--- src/rtl/pipe_pkg.sv ---
// rtl/pipe_pkg.sv - shared types and constants for the pipeline fetch stage
//
// Contents:
//   NOP_INST         instruction word loaded into IF/ID when it holds nothing
//   PCS_*            pcsource encodings (seq, branch, register, jump)
//   fetch_state_t    fetch FSM states
//   fetch_entry_t    one fetch-queue entry {inst, pc4}
//   redirect_target  selects bpc/rpc/jpc from pcsource
package pipe_pkg;

  localparam logic [31:0] NOP_INST = 32'h0000_0000;

  localparam logic [1:0] PCS_SEQ = 2'd0;
  localparam logic [1:0] PCS_BR  = 2'd1;
  localparam logic [1:0] PCS_JR  = 2'd2;
  localparam logic [1:0] PCS_J   = 2'd3;

  typedef enum logic [1:0] {
    FS_IDLE,
    FS_WAIT,
    FS_DISCARD
  } fetch_state_t;

  typedef struct packed {
    logic [31:0] inst;
    logic [31:0] pc4;
  } fetch_entry_t;

  function automatic logic [31:0] redirect_target(
    input logic [1:0]  pcs,
    input logic [31:0] br_pc,
    input logic [31:0] jr_pc,
    input logic [31:0] j_pc
  );
    case (pcs)
      PCS_BR:  return br_pc;
      PCS_JR:  return jr_pc;
      PCS_J:   return j_pc;
      default: return j_pc;
    endcase
  endfunction

endpackage

--- src/rtl/fetch_queue.sv ---
// rtl/fetch_queue.sv - synchronous FIFO of fetched {inst, pc4} entries
//
// Ports:
//   clock      system clock, rising edge
//   resetn     asynchronous active-low reset
//   push       write push_data at the tail
//   push_data  entry to write
//   pop        drop the head entry (ignored when empty)
//   flush      empty the queue; wins over push and pop
//   head       current head entry (undefined while empty)
//   count      number of valid entries, 0..DEPTH
module fetch_queue
  import pipe_pkg::*;
#(
  parameter int DEPTH = 2
) (
  input  logic                     clock,
  input  logic                     resetn,
  input  logic                     push,
  input  fetch_entry_t             push_data,
  input  logic                     pop,
  input  logic                     flush,
  output fetch_entry_t             head,
  output logic [$clog2(DEPTH):0]   count
);

  localparam int AW = $clog2(DEPTH);
  localparam logic [AW:0] FULL_COUNT = (AW + 1)'(DEPTH);

  fetch_entry_t   mem [DEPTH];
  logic [AW-1:0]  rd_ptr;
  logic [AW-1:0]  wr_ptr;
  logic           do_push;
  logic           do_pop;

  assign do_pop  = pop && (count != '0);
  // A full queue can still accept a push when the head leaves in the same cycle.
  assign do_push = push && ((count != FULL_COUNT) || do_pop);
  assign head    = mem[rd_ptr];

  always_ff @(posedge clock or negedge resetn) begin
    if (!resetn) begin
      rd_ptr <= '0;
      wr_ptr <= '0;
      count  <= '0;
    end else if (flush) begin
      rd_ptr <= '0;
      wr_ptr <= '0;
      count  <= '0;
    end else begin
      if (do_push) wr_ptr <= wr_ptr + 1'b1;
      if (do_pop)  rd_ptr <= rd_ptr + 1'b1;
      if (do_push && !do_pop)      count <= count + 1'b1;
      else if (do_pop && !do_push) count <= count - 1'b1;
    end
  end

  always_ff @(posedge clock) begin
    if (do_push && !flush) mem[wr_ptr] <= push_data;
  end

endmodule

--- src/rtl/pipe_fetch_unit.sv ---
// rtl/pipe_fetch_unit.sv - instruction-fetch stage feeding the IF/ID register
//
// Owns the fetch PC, runs a req/ack handshake to a variable-latency instruction
// memory, buffers words in fetch_queue and drives IF/ID. A taken redirect
// squashes all younger fetches (no delay slot).
//
// Optional build macro FETCH_BYPASS_EN: a word acked while the queue is empty
// and ID is accepting goes straight into IF/ID, saving one cycle.
//
// Ports:
//   clock, resetn            clock, asynchronous active-low reset
//   imem_req/addr            fetch request and word address (stable while req)
//   imem_ack/rdata           one-cycle ack pulse with the instruction word
//   wpcir                    1 = ID accepts a new instruction, 0 = hold IF/ID
//   pcsource, bpc, rpc, jpc  redirect select and targets
//   id_inst/id_pc4/id_valid  IF/ID register
module pipe_fetch_unit
  import pipe_pkg::*;
#(
  parameter logic [31:0] RESET_PC    = 32'h0000_0000,
  parameter int          QUEUE_DEPTH = 2
) (
  input  logic        clock,
  input  logic        resetn,
  output logic        imem_req,
  output logic [31:0] imem_addr,
  input  logic        imem_ack,
  input  logic [31:0] imem_rdata,
  input  logic        wpcir,
  input  logic [1:0]  pcsource,
  input  logic [31:0] bpc,
  input  logic [31:0] rpc,
  input  logic [31:0] jpc,
  output logic [31:0] id_inst,
  output logic [31:0] id_pc4,
  output logic        id_valid
);

  localparam int CW = $clog2(QUEUE_DEPTH) + 1;

  fetch_state_t  state, state_next;
  logic [31:0]   fpc, fpc_next;
  logic [31:0]   req_addr, req_addr_next;
  logic          redirect;
  logic [31:0]   target;
  logic          credit_ok;
  logic          ack_keep;
  logic          bypass;
  logic          q_push;
  logic          q_pop;
  logic          q_empty;
  fetch_entry_t  q_head;
  fetch_entry_t  q_push_data;
  logic [CW-1:0] q_count;

  assign redirect = id_valid && wpcir && (pcsource != PCS_SEQ);
  assign target   = redirect_target(pcsource, bpc, rpc, jpc);

  // At most one request is ever in flight and issue only happens from IDLE,
  // where nothing is outstanding, so a free queue slot is the whole credit.
  assign credit_ok = q_count < CW'(QUEUE_DEPTH);
  assign q_empty   = (q_count == '0);

  assign imem_req  = (state != FS_IDLE);
  assign imem_addr = req_addr;

  assign ack_keep  = (state == FS_WAIT) && imem_ack && !redirect;

`ifdef FETCH_BYPASS_EN
  assign bypass = ack_keep && wpcir && q_empty;
`else
  assign bypass = 1'b0;
`endif

  assign q_push      = ack_keep && !bypass;
  assign q_pop       = wpcir && !redirect && !q_empty;
  assign q_push_data = '{inst: imem_rdata, pc4: req_addr + 32'd4};

  fetch_queue #(
    .DEPTH (QUEUE_DEPTH)
  ) u_queue (
    .clock     (clock),
    .resetn    (resetn),
    .push      (q_push),
    .push_data (q_push_data),
    .pop       (q_pop),
    .flush     (redirect),
    .head      (q_head),
    .count     (q_count)
  );

  always_comb begin
    state_next    = state;
    fpc_next      = fpc;
    req_addr_next = req_addr;
    case (state)
      FS_IDLE: begin
        if (!redirect && credit_ok) begin
          req_addr_next = fpc;
          fpc_next      = fpc + 32'd4;
          state_next    = FS_WAIT;
        end
      end
      FS_WAIT: begin
        // An ack always closes the request; whether the word is kept is
        // decided by ack_keep. Without an ack, a redirect orphans it.
        if (imem_ack)      state_next = FS_IDLE;
        else if (redirect) state_next = FS_DISCARD;
      end
      FS_DISCARD: begin
        if (imem_ack) state_next = FS_IDLE;
      end
      default: state_next = FS_IDLE;
    endcase
    if (redirect) fpc_next = target;
  end

  always_ff @(posedge clock or negedge resetn) begin
    if (!resetn) begin
      state    <= FS_IDLE;
      fpc      <= RESET_PC;
      req_addr <= RESET_PC;
    end else begin
      state    <= state_next;
      fpc      <= fpc_next;
      req_addr <= req_addr_next;
    end
  end

  always_ff @(posedge clock or negedge resetn) begin
    if (!resetn) begin
      id_inst  <= NOP_INST;
      id_pc4   <= '0;
      id_valid <= 1'b0;
    end else if (redirect) begin
      id_inst  <= NOP_INST;
      id_pc4   <= '0;
      id_valid <= 1'b0;
    end else if (wpcir) begin
      if (bypass) begin
        id_inst  <= imem_rdata;
        id_pc4   <= req_addr + 32'd4;
        id_valid <= 1'b1;
      end else if (!q_empty) begin
        id_inst  <= q_head.inst;
        id_pc4   <= q_head.pc4;
        id_valid <= 1'b1;
      end else begin
        id_inst  <= NOP_INST;
        id_pc4   <= '0;
        id_valid <= 1'b0;
      end
    end
  end

endmodule

--- config.mk ---
export PLATFORM = sky130hd
export DESIGN_NAME = pipe_fetch_unit
export DESIGN_NICKNAME = d
export VERILOG_FILES = /design/src/rtl/pipe_pkg.sv /design/src/rtl/fetch_queue.sv /design/src/rtl/pipe_fetch_unit.sv
export SDC_FILE = /design/constraint.sdc
export NUM_CORES = 1
export LEC_CHECK = 0
export CORE_ASPECT_RATIO = 0.6
export CORE_UTILIZATION = 52
export CTS_CLUSTER_SIZE = 30
export DETAILED_ROUTE_END_ITERATION = 6
export PLACE_DENSITY = 0.81
export SYNTH_ARGS = -nofsm -noshare
export SYNTH_HDL_FRONTEND = slang
export SYNTH_SLANG_ARGS = --single-unit
--- constraint.sdc ---
create_clock -name clock -period 5.75 [get_ports clock]
set_input_delay 1.15 -clock clock [delete_from_list [all_inputs] [get_ports clock]]
set_output_delay 1.15 -clock clock [all_outputs]
set_load 0.02 [all_outputs]
==> impl_metrics.py <==
metrics = {
    "floorplanning": {
        "core_mm2": 0.0212,
        "num_io_pins": 232,
        "rows": 41,
        "start_util": 0.534,
        "fp.dieH_um": 116,
        "dieArea_mm2": 0.0224,
        "fp.dieW_um": 192,
    },
    "route": {
        "wl_um": 27000,
        "met1Wirelength_um": 12900,
        "dr.max_layer_used": "met4",
        "routedWlPerCell_um": 19.3,
        "drt_iter0_drc": 446,
        "via_count": 7828,
        "first_pass_iters": 6,
        "wl_met3_um": 2090,
        "routed_via_density": 5.58,
        "wl_met2_um": 11700,
        "antenna_left": 0,
        "drc_errors": 12,
    },
    "sta": {
        "period_minus_slack_ps": 3610,
        "fmax_mhz": 277,
        "finalCritPeriodShare": 0.628,
        "skew_ps": 13.7,
        "tns_ps": 0,
        "rsz0062_at_grt": "false",
        "finalSetupViolCount": 0,
        "hold_viol_final": 0,
        "slew_headroom": 0.186,
        "setup_slack_ps": 2140,
        "drv_slew": 0,
        "tightest_slew_ps": 1220,
    },
    "placed_design": {
        "dp_slack_ps": 1610,
        "place.gp.congestion": 0.860,
        "portBuffers": 231,
        "dp_hpwl_um": 19100,
        "placed_area_mm2": 0.0138,
    },
    "yosys": {
        "synth_top_area_share": 0.340,
        "synth.area.top_cells": "edfxtp_1 (34%), dfrtp_1 (30%), mux2i_1 (5.7%)",
        "syn_area_mm2": 0.0113,
        "syn_area_per_cell_um2": 12.6,
        "ys_seq_area_frac": 0.639,
        "ys.flop_type": "dfrtp_1",
        "synth.distinct_cells": 46,
        "async_reset_ff_frac": 0.513,
        "synth_top_area_cell": "edfxtp_1",
        "yosys_warnings": 0,
        "ys_ff_latch": 263,
        "syn_inst": 894,
        "synth_edf_count": 128,
        "syn_nets": 1033,
    },
    "job": {
        "drv_cap": 0,
    },
    "setup_path": {
        "worstPathMaxFanout": 29,
        "critPathSlowestCell": "and2_2",
        "critical_path_buf_inv_count": 3,
        "critPathKind": "in -> reg",
        "crit_arrival_ps": 3790,
        "crit_path_max_incr_delay_ps": 550,
        "crit_chain": "clkdlybuf4s50_1, inv_1, ha_2, and3b_1, or3_1, a31oi_1, and2_2, buf_4",
        "path_delay_family": "simple AND/OR/NAND/NOR gates",
        "crit_path_end_kind": "flop",
        "worstPathRequired_ps": 5920,
        "critPathLaunchType": "input pin",
    },
    "clock_tree": {
        "clock_path_buffers": 3,
        "htreeDepth": 1,
        "clock-root-buffer": "clkbuf_16",
        "cts_sinks": 263,
        "clk_pin_slew_worst_paths_ps": 70,
        "postCtsSetupRepairBufs": 0,
        "post_cts_resized": 0,
        "cts_buffers": 23,
        "cts_tree": "built",
        "clk_latency_ps": 510,
        "cts_hold_buf": 0,
    },
    "run_status": {
        "status": "finished, violations left",
        "violations": "DRC",
    },
    "finish": {
        "fin_nets": 1247,
        "final_cell_mix": "clkdlybuf4s50_1 (229), dfrtp_1 (134), edfxtp_1 (128)",
        "final_util": 0.687,
        "diodes": 0,
        "final_area_mm2": 0.0146,
        "area_growth_syn_to_layout_pct": 28.7,
        "layout_commonest_cell": "clkdlybuf4s50_1",
        "drive_above_1_share": 0.0747,
    },
    "hold_path": {
        "hp-class": "reg -> reg",
    },
    "global_routing": {
        "grt_pass1_wl_um": 42600,
        "global_route.usage.total": 0.250,
        "antenna_found_initial": 0,
        "grt_remaining_overflow": 0,
        "grt_start_max_net_pins": 92,
        "grt_pass1_vias": 7741,
    },
    "power": {
        "power_leakage_nw": 5.62,
        "power_density_mw_per_mm2": 513,
        "peakVddDrop_uv": 229,
        "power_mw": 7.46,
    },
}
## state kept, by name, summed over array words and instances, names as in the netlist
signal	count
u_queue.count	2
u_queue.wr_ptr	1
id_pc4	32
id_inst	32
state	2
fpc	32
imem_addr	32
u_queue.mem	128
u_queue.rd_ptr	1
id_valid	1
## power breakdown
group	internal, mW	switching, mW	total, mW
registers	2.72	0.624	3.35
clock network	0.809	0.651	1.46
logic	1.27	1.38	2.65
## layout make-up
| type | instances | area (um^2) |
|---|---|---|
| Clock buffer | 37 | 678 |
| Clock inverter | 5 | 28.8 |
| Fill cell | 1548 | 6640 |
| Sequential cell | 263 | 7230 |
| Inverter | 77 | 289 |
| Multi-Input combinational cell | 502 | 3580 |
| Tap cell | 279 | 349 |
| Timing Repair Buffer | 241 | 2400 |
## worst reg2reg max path, stage by stage (launching register included)
cell and delay (ps):
dfrtp_1 430, and3b_1 210, or3_1 440, a31oi_1 260, and2_2 550, buf_4 450
## routing by layer
| metal | vias to the layer above | track usage |
|---|---|---|
| li1 | 3692 | - |
| met1 | 3788 | 0.380 |
| met2 | 313 | 0.370 |
| met3 | 35 | 0.0556 |
| met4 | 0 | 0.0493 |
| met5 | - | 0 |
## stage by stage
step | cells | hold WS (ps)
3_5_place_dp | 1362 | 490
3_3_place_gp | 1362 | 472
4_1_cts | 1404 | 504
5_1_grt | 1404 | 529
2_1_floorplan | 894 | 445
6_report | 1404 | 501
## cells in the mapped netlist (4+ instances only)
cell	n
nand4_1	15
o21ai_0	35
and2_1	5
nor3_1	9
a221oi_1	5
dfrtp_1	135
xor2_1	26
ha_1	5
nand2_1	55
nor2_1	28
edfxtp_1	128
mux2i_1	64
xnor2_1	28
or3_1	5
and4_1	6
clkbuf_1	39
nor2b_1	4
a21oi_1	7
mux2_2	29
o211ai_1	23
inv_1	77
o22ai_1	65
a22oi_1	27
and3_1	10
buf_1	8
nand3_1	22
## kinds of logic (layout without fill, tap and decap cells)
group,Yosys count,count (layout),share of synthesized area
flops,263,263,0.639
buf+inv,129,360,0.0455
mux,93,93,0.0855
compound gates,176,176,0.101
fa+ha+maj,5,5,0.00553
simple gates,174,174,0.0824
xor+xnor,54,54,0.0418
## path summary, 6_finish.rpt
| check | depth (start not counted) | from | slack [ps] | endpoint |
|---|---|---|---|---|
| max in group asynchronous | 2 | resetn | 3870 | imem_addr[16] |
| max | 8 | pcsource[0] | 2140 | u_queue.mem[1][22] |
| min in group asynchronous | 1 | resetn | 730 | id_inst[11] |
| max reg2reg | 5 | id_valid | 3060 | u_queue.mem[1][22] |
| min reg2reg | 2 | fpc[1] | 500 | fpc[1] |
| min | 2 | fpc[1] | 500 | fpc[1] |
Note: power is estimated with default switching activity, not from simulation.
